## config.mk

```make
export PLATFORM = sky130hd
export DESIGN_NAME = usb_avalon_bridge
export DESIGN_NICKNAME = d
export VERILOG_FILES = /design/src/rtl/usb_bridge_pkg.sv /design/src/rtl/usb_avalon_bridge_irq_agg.sv /design/src/rtl/usb_avalon_bridge.sv
export SDC_FILE = /design/constraint.sdc
export NUM_CORES = 1
export LEC_CHECK = 0
export CAP_MARGIN = 20
export CORE_MARGIN = 2
export CORE_UTILIZATION = 40
export DETAILED_ROUTE_END_ITERATION = 10
export PLACE_DENSITY = 0.76
export SYNTH_ARGS = -nofsm -noshare
export SYNTH_HDL_FRONTEND = slang
export SYNTH_SLANG_ARGS = --single-unit
```

## constraint.sdc

```tcl
create_clock -name clk -period 2.6 [get_ports clk]
set_clock_uncertainty 0.05 [all_clocks]
set_input_delay 0.65 -clock clk [delete_from_list [all_inputs] [get_ports clk]]
set_output_delay 0.65 -clock clk [all_outputs]
set_load 0.03 [all_outputs]
```

## src/rtl/usb_bridge_pkg.sv

```systemverilog
// Shared types and helpers for the Avalon-MM to usbHostSlave register bridge.
package usb_bridge_pkg;

    typedef enum logic [1:0] {
        ST_IDLE  = 2'd0,
        ST_ISSUE = 2'd1,
        ST_GAP   = 2'd2,
        ST_DONE  = 2'd3
    } state_e;

    // Ceiling log2, usable in constant expressions.
    function automatic int unsigned clog2(input int unsigned n);
        int unsigned r;
        longint unsigned v;
        r = 0;
        v = 1;
        while (v < longint'(n)) begin
            v = v << 1;
            r = r + 1;
        end
        return r;
    endfunction

    // Local CSR lives at the all-ones word address.
    function automatic longint unsigned csr_word_addr(input int unsigned aw);
        return (64'd1 << aw) - 64'd1;
    endfunction

    // Sticky timeout flag sits in the top data bit of the CSR.
    function automatic int unsigned csr_flag_bit(input int unsigned dw);
        return dw - 1;
    endfunction

endpackage

```

## src/rtl/usb_avalon_bridge_irq_agg.sv

```systemverilog
// Interrupt mask register, registered masked OR-reduce and sticky timeout flag.
module usb_avalon_bridge_irq_agg
    import usb_bridge_pkg::*;
#(
    parameter int unsigned NUM_IRQ = 9
) (
    input  logic               clk,
    input  logic               reset,
    input  logic [NUM_IRQ-1:0] irq_src_i,
    input  logic [NUM_IRQ-1:0] mask_wen_i,
    input  logic [NUM_IRQ-1:0] mask_wdata_i,
    input  logic               flag_set_i,
    input  logic               flag_clr_i,
    output logic [NUM_IRQ-1:0] mask_o,
    output logic               flag_o,
    output logic               irq_o
);

    logic [NUM_IRQ-1:0] mask_q, mask_d;
    logic               flag_q, flag_d;
    logic               irq_q, irq_d;

    // A new timeout beats a simultaneous clear.
    always_comb begin
        mask_d = mask_q;
        for (int i = 0; i < int'(NUM_IRQ); i++) begin
            if (mask_wen_i[i]) begin
                mask_d[i] = mask_wdata_i[i];
            end
        end
        flag_d = flag_q;
        if (flag_set_i) begin
            flag_d = 1'b1;
        end else if (flag_clr_i) begin
            flag_d = 1'b0;
        end
        irq_d = |(irq_src_i & mask_q);
    end

    always_ff @(posedge clk) begin
        if (reset) begin
            mask_q <= '1;
            flag_q <= 1'b0;
            irq_q  <= 1'b0;
        end else begin
            mask_q <= mask_d;
            flag_q <= flag_d;
            irq_q  <= irq_d;
        end
    end

    assign mask_o = mask_q;
    assign flag_o = flag_q;
    assign irq_o  = irq_q;

endmodule

```

## src/rtl/usb_avalon_bridge.sv

```systemverilog
// Avalon-MM slave that splits wide word accesses into byte-lane strobe/ack
// accesses to the usbHostSlave register port, with ack timeout and irq aggregation.
module usb_avalon_bridge
    import usb_bridge_pkg::*;
#(
    parameter int unsigned AV_DATA_WIDTH   = 32,
    parameter int unsigned CORE_DATA_WIDTH = 8,
    parameter int unsigned CORE_ADDR_WIDTH = 8,
    parameter int unsigned NUM_IRQ         = 9,
    parameter int unsigned TIMEOUT_CYCLES  = 255,
    localparam int unsigned LANES          = AV_DATA_WIDTH / CORE_DATA_WIDTH,
    localparam int unsigned LW             = clog2(LANES),
    localparam int unsigned AV_ADDR_WIDTH  = CORE_ADDR_WIDTH - LW
) (
    input  logic                       clk,
    input  logic                       reset,
    input  logic [AV_ADDR_WIDTH-1:0]   address,
    input  logic [AV_DATA_WIDTH-1:0]   writedata,
    input  logic [LANES-1:0]           byteenable,
    input  logic                       write,
    input  logic                       read,
    input  logic                       chipselect,
    output logic [AV_DATA_WIDTH-1:0]   readdata,
    output logic                       waitrequest,
    output logic                       irq,
    output logic [CORE_ADDR_WIDTH-1:0] core_address,
    output logic [CORE_DATA_WIDTH-1:0] core_data_o,
    input  logic [CORE_DATA_WIDTH-1:0] core_data_i,
    output logic                       core_we,
    output logic                       core_strobe,
    input  logic                       core_ack,
    input  logic [NUM_IRQ-1:0]         irq_src
);

    localparam int unsigned LANE_W   = (LW > 0) ? LW : 1;
    localparam int unsigned CNT_W    = clog2(TIMEOUT_CYCLES + 1);
    localparam int unsigned FLAG_BIT = csr_flag_bit(AV_DATA_WIDTH);
    localparam logic [AV_ADDR_WIDTH-1:0] CSR_ADDR =
        AV_ADDR_WIDTH'(csr_word_addr(AV_ADDR_WIDTH));

    state_e                     state_q, state_d;
    logic [AV_ADDR_WIDTH-1:0]   addr_q, addr_d;
    logic [AV_DATA_WIDTH-1:0]   wdata_q, wdata_d;
    logic [LANES-1:0]           be_q, be_d;
    logic                       wr_q, wr_d;
    logic [LANE_W-1:0]          lane_q, lane_d;
    logic [CNT_W-1:0]           cnt_q, cnt_d;
    logic [AV_DATA_WIDTH-1:0]   rbuf_q, rbuf_d;
    logic [AV_DATA_WIDTH-1:0]   readdata_q, readdata_d;
    logic                       waitrequest_q, waitrequest_d;
    logic                       core_strobe_q, core_strobe_d;
    logic                       core_we_q, core_we_d;
    logic [CORE_ADDR_WIDTH-1:0] core_address_q, core_address_d;
    logic [CORE_DATA_WIDTH-1:0] core_data_o_q, core_data_o_d;

    logic                       req;
    logic                       timeout_hit;
    logic [LANE_W-1:0]          first_lane, next_lane;
    logic                       has_next;
    logic                       csr_wr;
    logic                       flag_set;
    logic [AV_DATA_WIDTH-1:0]   csr_rdata;
    logic [NUM_IRQ-1:0]         mask;
    logic                       flag;
    logic [NUM_IRQ-1:0]         mask_wen;

    // Lowest enabled lane of the incoming request, and next enabled lane above the current one.
    always_comb begin
        first_lane = '0;
        next_lane  = lane_q;
        has_next   = 1'b0;
        for (int i = int'(LANES) - 1; i >= 0; i--) begin
            if (byteenable[i]) begin
                first_lane = LANE_W'(i);
            end
            if (be_q[i] && (i > int'(lane_q))) begin
                next_lane = LANE_W'(i);
                has_next  = 1'b1;
            end
        end
    end

    always_comb begin
        csr_rdata                 = '0;
        csr_rdata[NUM_IRQ-1:0]    = mask;
        csr_rdata[FLAG_BIT]       = flag;
        for (int i = 0; i < int'(NUM_IRQ); i++) begin
            mask_wen[i] = csr_wr & byteenable[i / int'(CORE_DATA_WIDTH)];
        end
    end

    assign req         = chipselect & (read | write);
    assign timeout_hit = (cnt_q == CNT_W'(TIMEOUT_CYCLES - 1));

    always_comb begin
        state_d    = state_q;
        addr_d     = addr_q;
        wdata_d    = wdata_q;
        be_d       = be_q;
        wr_d       = wr_q;
        lane_d     = lane_q;
        cnt_d      = cnt_q;
        rbuf_d     = rbuf_q;
        readdata_d = readdata_q;
        csr_wr     = 1'b0;
        flag_set   = 1'b0;

        case (state_q)
            ST_IDLE: begin
                if (req) begin
                    addr_d  = address;
                    wdata_d = writedata;
                    be_d    = byteenable;
                    wr_d    = write;
                    lane_d  = first_lane;
                    cnt_d   = '0;
                    rbuf_d  = '0;
                    if (byteenable == '0) begin
                        state_d = ST_DONE;
                        if (!write) begin
                            readdata_d = '0;
                        end
                    end else if (address == CSR_ADDR) begin
                        state_d = ST_DONE;
                        if (write) begin
                            csr_wr = 1'b1;
                        end else begin
                            readdata_d = csr_rdata;
                        end
                    end else begin
                        state_d = ST_ISSUE;
                    end
                end
            end
            ST_ISSUE: begin
                if (core_ack || timeout_hit) begin
                    if (!wr_q) begin
                        rbuf_d[int'(lane_q)*int'(CORE_DATA_WIDTH) +: CORE_DATA_WIDTH] =
                            core_ack ? core_data_i : '1;
                    end
                    flag_set = ~core_ack;
                    if (has_next) begin
                        state_d = ST_GAP;
                    end else begin
                        state_d = ST_DONE;
                        if (!wr_q) begin
                            readdata_d = rbuf_d;
                        end
                    end
                end else begin
                    cnt_d = cnt_q + CNT_W'(1);
                end
            end
            ST_GAP: begin
                lane_d  = next_lane;
                cnt_d   = '0;
                state_d = ST_ISSUE;
            end
            ST_DONE: begin
                state_d = ST_IDLE;
            end
            default: begin
                state_d = ST_IDLE;
            end
        endcase

        // Core-side outputs are registered off the next state so they line up with ISSUE.
        waitrequest_d  = (state_d != ST_DONE);
        core_strobe_d  = (state_d == ST_ISSUE);
        core_we_d      = (state_d == ST_ISSUE) & wr_d;
        core_address_d = core_address_q;
        core_data_o_d  = core_data_o_q;
        if (state_d == ST_ISSUE) begin
            core_address_d = (CORE_ADDR_WIDTH'(addr_d) << LW) | CORE_ADDR_WIDTH'(lane_d);
            core_data_o_d  = wdata_d[int'(lane_d)*int'(CORE_DATA_WIDTH) +: CORE_DATA_WIDTH];
        end
    end

    always_ff @(posedge clk) begin
        if (reset) begin
            state_q        <= ST_IDLE;
            addr_q         <= '0;
            wdata_q        <= '0;
            be_q           <= '0;
            wr_q           <= 1'b0;
            lane_q         <= '0;
            cnt_q          <= '0;
            rbuf_q         <= '0;
            readdata_q     <= '0;
            waitrequest_q  <= 1'b1;
            core_strobe_q  <= 1'b0;
            core_we_q      <= 1'b0;
            core_address_q <= '0;
            core_data_o_q  <= '0;
        end else begin
            state_q        <= state_d;
            addr_q         <= addr_d;
            wdata_q        <= wdata_d;
            be_q           <= be_d;
            wr_q           <= wr_d;
            lane_q         <= lane_d;
            cnt_q          <= cnt_d;
            rbuf_q         <= rbuf_d;
            readdata_q     <= readdata_d;
            waitrequest_q  <= waitrequest_d;
            core_strobe_q  <= core_strobe_d;
            core_we_q      <= core_we_d;
            core_address_q <= core_address_d;
            core_data_o_q  <= core_data_o_d;
        end
    end

    usb_avalon_bridge_irq_agg #(
        .NUM_IRQ (NUM_IRQ)
    ) u_irq_agg (
        .clk          (clk),
        .reset        (reset),
        .irq_src_i    (irq_src),
        .mask_wen_i   (mask_wen),
        .mask_wdata_i (writedata[NUM_IRQ-1:0]),
        .flag_set_i   (flag_set),
        .flag_clr_i   (csr_wr & byteenable[LANES-1] & writedata[FLAG_BIT]),
        .mask_o       (mask),
        .flag_o       (flag),
        .irq_o        (irq)
    );

    assign readdata     = readdata_q;
    assign waitrequest  = waitrequest_q;
    assign core_strobe  = core_strobe_q;
    assign core_we      = core_we_q;
    assign core_address = core_address_q;
    assign core_data_o  = core_data_o_q;

endmodule

```

# --- Word level (Yosys, flattened, before mapping) ---
# Index checks and enable logic that the tools add are counted.
word_totals:
  ff_bits: 149
  inputBits: 65
op_classes:
  add_sub_neg: 2
  magnitude_cmp: 3
  eq_ne: 15
  shift: 3
  mux: 51
  n_bitwise: 10
  reduce_logical: 14
op_table:
  columns: ["op", "count"]
  rows:
  - ["$mux W32", 13]
  - ["$pmux W32 S2", 2]
  - ["$neg A5 Y33", 1]
  - ["$shift A8 B33 Y32 const A", 1]
  - ["$shiftx A8 B33 Y32", 1]
  - ["$bwmux W32", 1]
  - ["$shiftx A32 B6 Y8", 1]
  - ["$mux W2", 12]
  - ["$mux W8", 3]
  - ["$pmux W8 S3", 1]
  - ["$mux W1", 15]
  - ["$mux W6", 2]
  - ["$ne A2 B2 Y1 const B", 6]
  - ["$and A9 B9 Y9", 1]
  - ["$ne A3 B3 Y1 const B", 3]
  - ["$reduce_or A9 Y1", 1]
  - ["$add A8 B1 Y8 const B", 1]
  - ["$eq A8 B8 Y1 const B", 1]
  - ["$or A8 B2 Y8", 1]
  - ["$pmux W2 S4", 1]
  - ["$reduce_and A8 Y1", 1]
  - ["$and A1 B1 Y1", 6]
  - ["$eq A6 B6 Y1 const B", 1]
  - ["$reduce_and A3 Y1", 2]
  - ["14 further kinds", 20]

# --- Logic depth before layout (Yosys ltp) ---
logic_depth:
  depth_word: 10
  mapped_depth: 10

# --- Hierarchy ---
# From an unflattened synthesis, not the netlist that was laid out.
unflattened:
  cells_unflattened: 718
  area_unflattened_um2: 6506.2
by_module_without_submodules:
  columns: ["module", "instances", "cells_each", "area_each_um2", "seq_area_each_um2"]
  rows:
  - ["usb_avalon_bridge", 1, 680, 6079.6, 2742.6]
  - ["usb_avalon_bridge_irq_agg", 1, 38, 426.7, 220.2]

# --- Least setup slack after synthesis ---
# Ideal clock, no wire load.
synth_path:
  path_kind: "register to register"
  startpoint: "register lane_q[0]"
  endpoint: "register core_data_o_q[5] (netlist: core_data_o[5])"
  setup_time_ps: 122
  t_arrival_ps: 2314
  required_ps: 2428
  setup_slack_ps: 114
  path_stages_with_launch: 10
  period_less_slack_ps: 2486
  cell_sequence: "dfxtp_1 -> inv_1 -> ha_1 -> or3b_1 -> a221oi_1 -> a211oi_2 -> and3b_1 -> buf_2 -> a21boi_0 -> a221o_1"
synth_between:
  elab_chain_len: 9
synth_rtl:
  columns: ["item", "line_no", "text"]
  rows:
  - ["start, declared", "usb_avalon_bridge.sv:46", "logic [LANE_W-1:0] lane_q, lane_d;"]
  - ["start signal, assigned", "usb_avalon_bridge.sv:201", "lane_q <= lane_d;"]
  - ["parallel branches: the longest is 9 deep, another holds $gt A2 B2 Y1", null, null]
  - ["end signal, assigned", "usb_avalon_bridge.sv:209", "core_data_o_q <= core_data_o_d;"]
  - ["end, declared", "usb_avalon_bridge.sv:54", "logic [CORE_DATA_WIDTH-1:0] core_data_o_q, core_data_o_d;"]
# Parallel ways; which one is timed is not known.
# A chain may end at the register's enable or synchronous reset.

# --- Final worst setup path ---
layout_path:
  startpoint: "input write"
  endpoint: "register core_data_o_q[4] (netlist: core_data_o[4])"
layout_between:
  elab_chain_len: 5
layout_rtl:
  columns: ["item", "line_no", "text"]
  rows:
  - ["start, declared", "usb_avalon_bridge.sv:20", "input logic write,"]
  - ["$or A1 B1 Y1 *", "usb_avalon_bridge.sv:92", "assign req = chipselect & (read | write);"]
  - ["$and A1 B1 Y1 *", "usb_avalon_bridge.sv:92", null]
  - ["$mux W2 or $mux W32 (tied branches)", "usb_avalon_bridge.sv:110", "if (req) begin"]
  - ["$pmux W2 S2, or another cell as far along", "usb_avalon_bridge.sv:108", "case (state_q)"]
  - ["$shiftx A32 B6 Y8 or $eq A2 B1 Y1 (tied branches)", "usb_avalon_bridge.sv:175, usb_avalon_bridge.sv:173", null]
# Every way passes the cells marked *; elsewhere a longest branch is shown, timed or not.

==> impl_metrics.tcl <==
set metrics [dict create \
    outcome "completed" \
    post-route-worst-setup-slack_ns 0.161 \
    avgSynthCellArea_um2 8.39 \
    critical_path.max_fanout 14 \
    rows 46 \
    instances_no_fill 1137 \
    hold_viol 0 \
    root_buffer "clkbuf_16" \
    gp_congestion 0.822 \
    antenna_left 0 \
    cp.required_ns 2.92 \
    end_kind "flip-flop" \
    finalSetupViolCount 0 \
    tightest_slew_ns 0.918 \
    clk_pin_slew_ns 0.06 \
    yosysTopAreaCellShare_pct 45.3 \
    period_needed_ns 2.44 \
    nFillCells 1444 \
    yosys_warnings 0 \
    tns_ns 0 \
    dp_slack_ns -0.296 \
    die_y_um 132 \
    cp-start-kind "input pin" \
    synth_cell_types 54 \
    firstDrtPassIters 4 \
    slew_viol_final 0 \
    synth_seq_cells 148 \
    io_pins 117 \
    vias 6092 \
    rrSetupSlack_ns 0.19 \
    grt_antenna_before_repair 0 \
    synth_top_cell_by_area "dfxtp_1" \
    hold_end "rbuf_q[17]" \
    rr_startpoint "cnt_q[0]" \
    max-slew-margin-rel_pct 38.8 \
    rsz0062_at_grt "no" \
    drt_iter0_markers 504 \
    h-tree-depth 4 \
    postCtsHoldBufs 0 \
    r2r-end "core_data_o[4]" \
    grt_max_degree 127 \
    syn_area_mm2 0.00654 \
    drc 0 \
    synth-edff-count 0 \
    track_usage_pct 20.4 \
    irDropWorstVdd_uv 544 \
    dieArea_mm2 0.0174 \
    final_layout_size_suffix_gt1_share_pct 10.6 \
    final_net_count 983 \
    num_antenna_cells 0 \
    hold_class "reg2reg" \
    hold_depth 2 \
    clock.fmax_mhz 410 \
    clock_sinks 148 \
    min-delay-start "rbuf_q[17]" \
    p_per_area_mw_per_mm2 694 \
    wire_per_inst_um 15.6 \
    drv_cap 0 \
    grt_pass1_wl_mm 28.6 \
    port_buffers 116 \
    dp.cells 1106 \
    grt-ovfl-total 0 \
    synth_flop_cell "dfxtp_1" \
    syn_nets 854 \
    finalCritPeriodShare_pct 93.8 \
    area_growth_pct 34.8 \
    worstSetupPathType "in2reg" \
    clk_latency_ns 0.42 \
    fp.coreArea_mm2 0.0159 \
    cts_max_path_buffers 2 \
    synth.yosys.seq_area_share_pct 45.3 \
    numCtsBuffers 17 \
    start_util_pct 41.0 \
    grt_pass1_vias 5652 \
    synthArstFlopShare_pct 0 \
    die_x_um 132 \
    dpl.hpwl_mm 12.2 \
    reg2regPathDepth 8 \
    leakage_nw 3.26 \
    cts_tree "done" \
    whs_ns 0.402 \
    synthCells 780 \
    drt-total-wl_mm 17.8 \
    cp.arrival_ns 2.76 \
    vias_per_cell 5.36 \
    synth_area_leaders "dfxtp_1 (45%), nand2_1 (9.0%), a21oi_1 (6.5%)" \
]
-- placed cells by master (no fill, tap or decap), types with 2 or more instances in the layout --
cell type / netlist / routed
nand2_1: 157 / 157
o2bb2ai_1: 15 / 15
nor2_1: 103 / 102
nand2b_1: 15 / 15
nor4b_2: 3 / 3
buf_4: 2 / 47
nor3b_1: 2 / 2
and3_1: 3 / 3
inv_1: 7 / 7
buf_12: 0 / 5
clkbuf_8: 0 / 2
a211oi_1: 19 / 19
inv_6: 0 / 2
a221o_1: 8 / 8
clkinv_4: 0 / 2
a21oi_1: 85 / 84
a221oi_1: 2 / 2
a22oi_1: 33 / 33
nand4_1: 2 / 2
mux2i_1: 29 / 29
a211o_1: 17 / 17
o21ai_0: 2 / 2
and2_1: 2 / 2
or2_2: 2 / 2
nand3_1: 10 / 10
ha_1: 9 / 9
a21boi_0: 8 / 8
nand3b_1: 7 / 7
clkdlybuf4s50_1: 0 / 115
and4_1: 3 / 3
xnor2_1: 3 / 3
bufinv_16: 0 / 5
clkbuf_16: 0 / 17
nor2b_1: 2 / 2
dfxtp_1: 148 / 148
a31oi_1: 3 / 3
xor2_1: 4 / 4
-- kinds of logic after synthesis --
kind of cell             Yosys count  synth area share, %
adder cells (fa/ha/maj)            9                 1.72
AO/OA/AOI/OAI                    203                 21.4
XOR/XNOR                           7                0.937
multiplexers                      30                 4.78
buffers and inverters             64                 4.46
flip-flops                       148                 45.3
AND/OR/NAND/NOR                  319                 21.4
-- metal layers --
metal	up-vias	share of wire, %	track usage (%)
met5	-	0	0
met4	0	1.3	6.40
met3	21	6.5	5.04
met2	203	46	31.9
met1	2897	46	27.7
li1	2971	-	-
-- Yosys cell counts, drive strengths merged, types with 2 or more instances --
| cell type | instances |
|---|---|
| inv | 7 |
| nand2 | 157 |
| clkbuf | 38 |
| o2bb2ai | 15 |
| xnor2 | 3 |
| dfxtp | 148 |
| and2 | 2 |
| xor2 | 4 |
| mux2i | 29 |
| nand3b | 7 |
| nor2 | 103 |
| a221oi | 2 |
| a22oi | 33 |
| nor3b | 3 |
| nor4 | 2 |
| a211oi | 20 |
| or2 | 4 |
| o21ai | 4 |
| a21oi | 85 |
| and3 | 3 |
| a31oi | 3 |
| nor2b | 2 |
| ha | 9 |
| buf | 19 |
| a211o | 17 |
| nand3 | 10 |
| nand4 | 2 |
| nand2b | 15 |
| and4 | 3 |
| a221o | 8 |
| nor4b | 4 |
| a21boi | 8 |
-- worst max-delay path, stage by stage --
cell	delay, ns
clkdlybuf4s50_1	0.46
o21ai_1	0.30
or2_4	0.23
buf_4	0.18
buf_4	0.22
nand2_1	0.09
a211o_1	0.26
a21boi_0	0.22
a221o_1	0.14
-- per-stage QoR --
step	power (W)	util (%)	cell area, um2
after floorplan	0.00304	-	6540
after global placement	0.00343	51.2	8160
after detailed placement	0.00344	51.2	8160
after CTS	0.00614	55.3	8810
after global routing	0.00633	55.3	8820
final	0.00612	55.3	8820
-- sequential cells by signal, indices dropped and copies added, names as in the netlist, 2 cells and up --
register	cells
core_address	8
lane_q	2
addr_q	6
core_data_o	8
readdata	32
u_irq_agg.mask_o	9
rbuf_q	32
cnt_q	8
state_q	2
wdata_q	32
be_q	3
-- layout make-up --
class,count,area [um2],area share [%]
multi-input combinational,568,3300,37.4
sequential,148,2960,33.6
clock buffer,20,457,5.18
timing repair buffer,167,1600,18.2
tap,216,270,3.06
clock inverter,11,198,2.24
inverter,7,26.3,0.298
-- power by group --
group	internal [W]	switching [W]	leakage, nW
clock network	0.00176	0.000964	0.317
logic	0.000423	0.000559	1.74
registers	0.00237	0.0000505	1.20
total	0.00455	0.00157	3.26
-- worst max-delay path by stage --
stage / start / endpoint / slack [ns] / cells after the start
detailed placement: write / core_data_o[4] / -0.30 / 7
floorplan: lane_q[0] / core_data_o[5] / 0.11 / 9
global route: write / core_data_o[4] / 0.05 / 9
global placement: write / core_data_o[6] / -0.26 / 8
CTS: cnt_q[0] / core_data_o[3] / 0.13 / 8
finish: write / core_data_o[4] / 0.16 / 9
-- what timing repair did --
item	4_1_cts	5_1_grt
gates resized for setup	0	1
setup endpoints to repair	0	5
buffers inserted	0	0
Power figures use the tool's default switching activity.
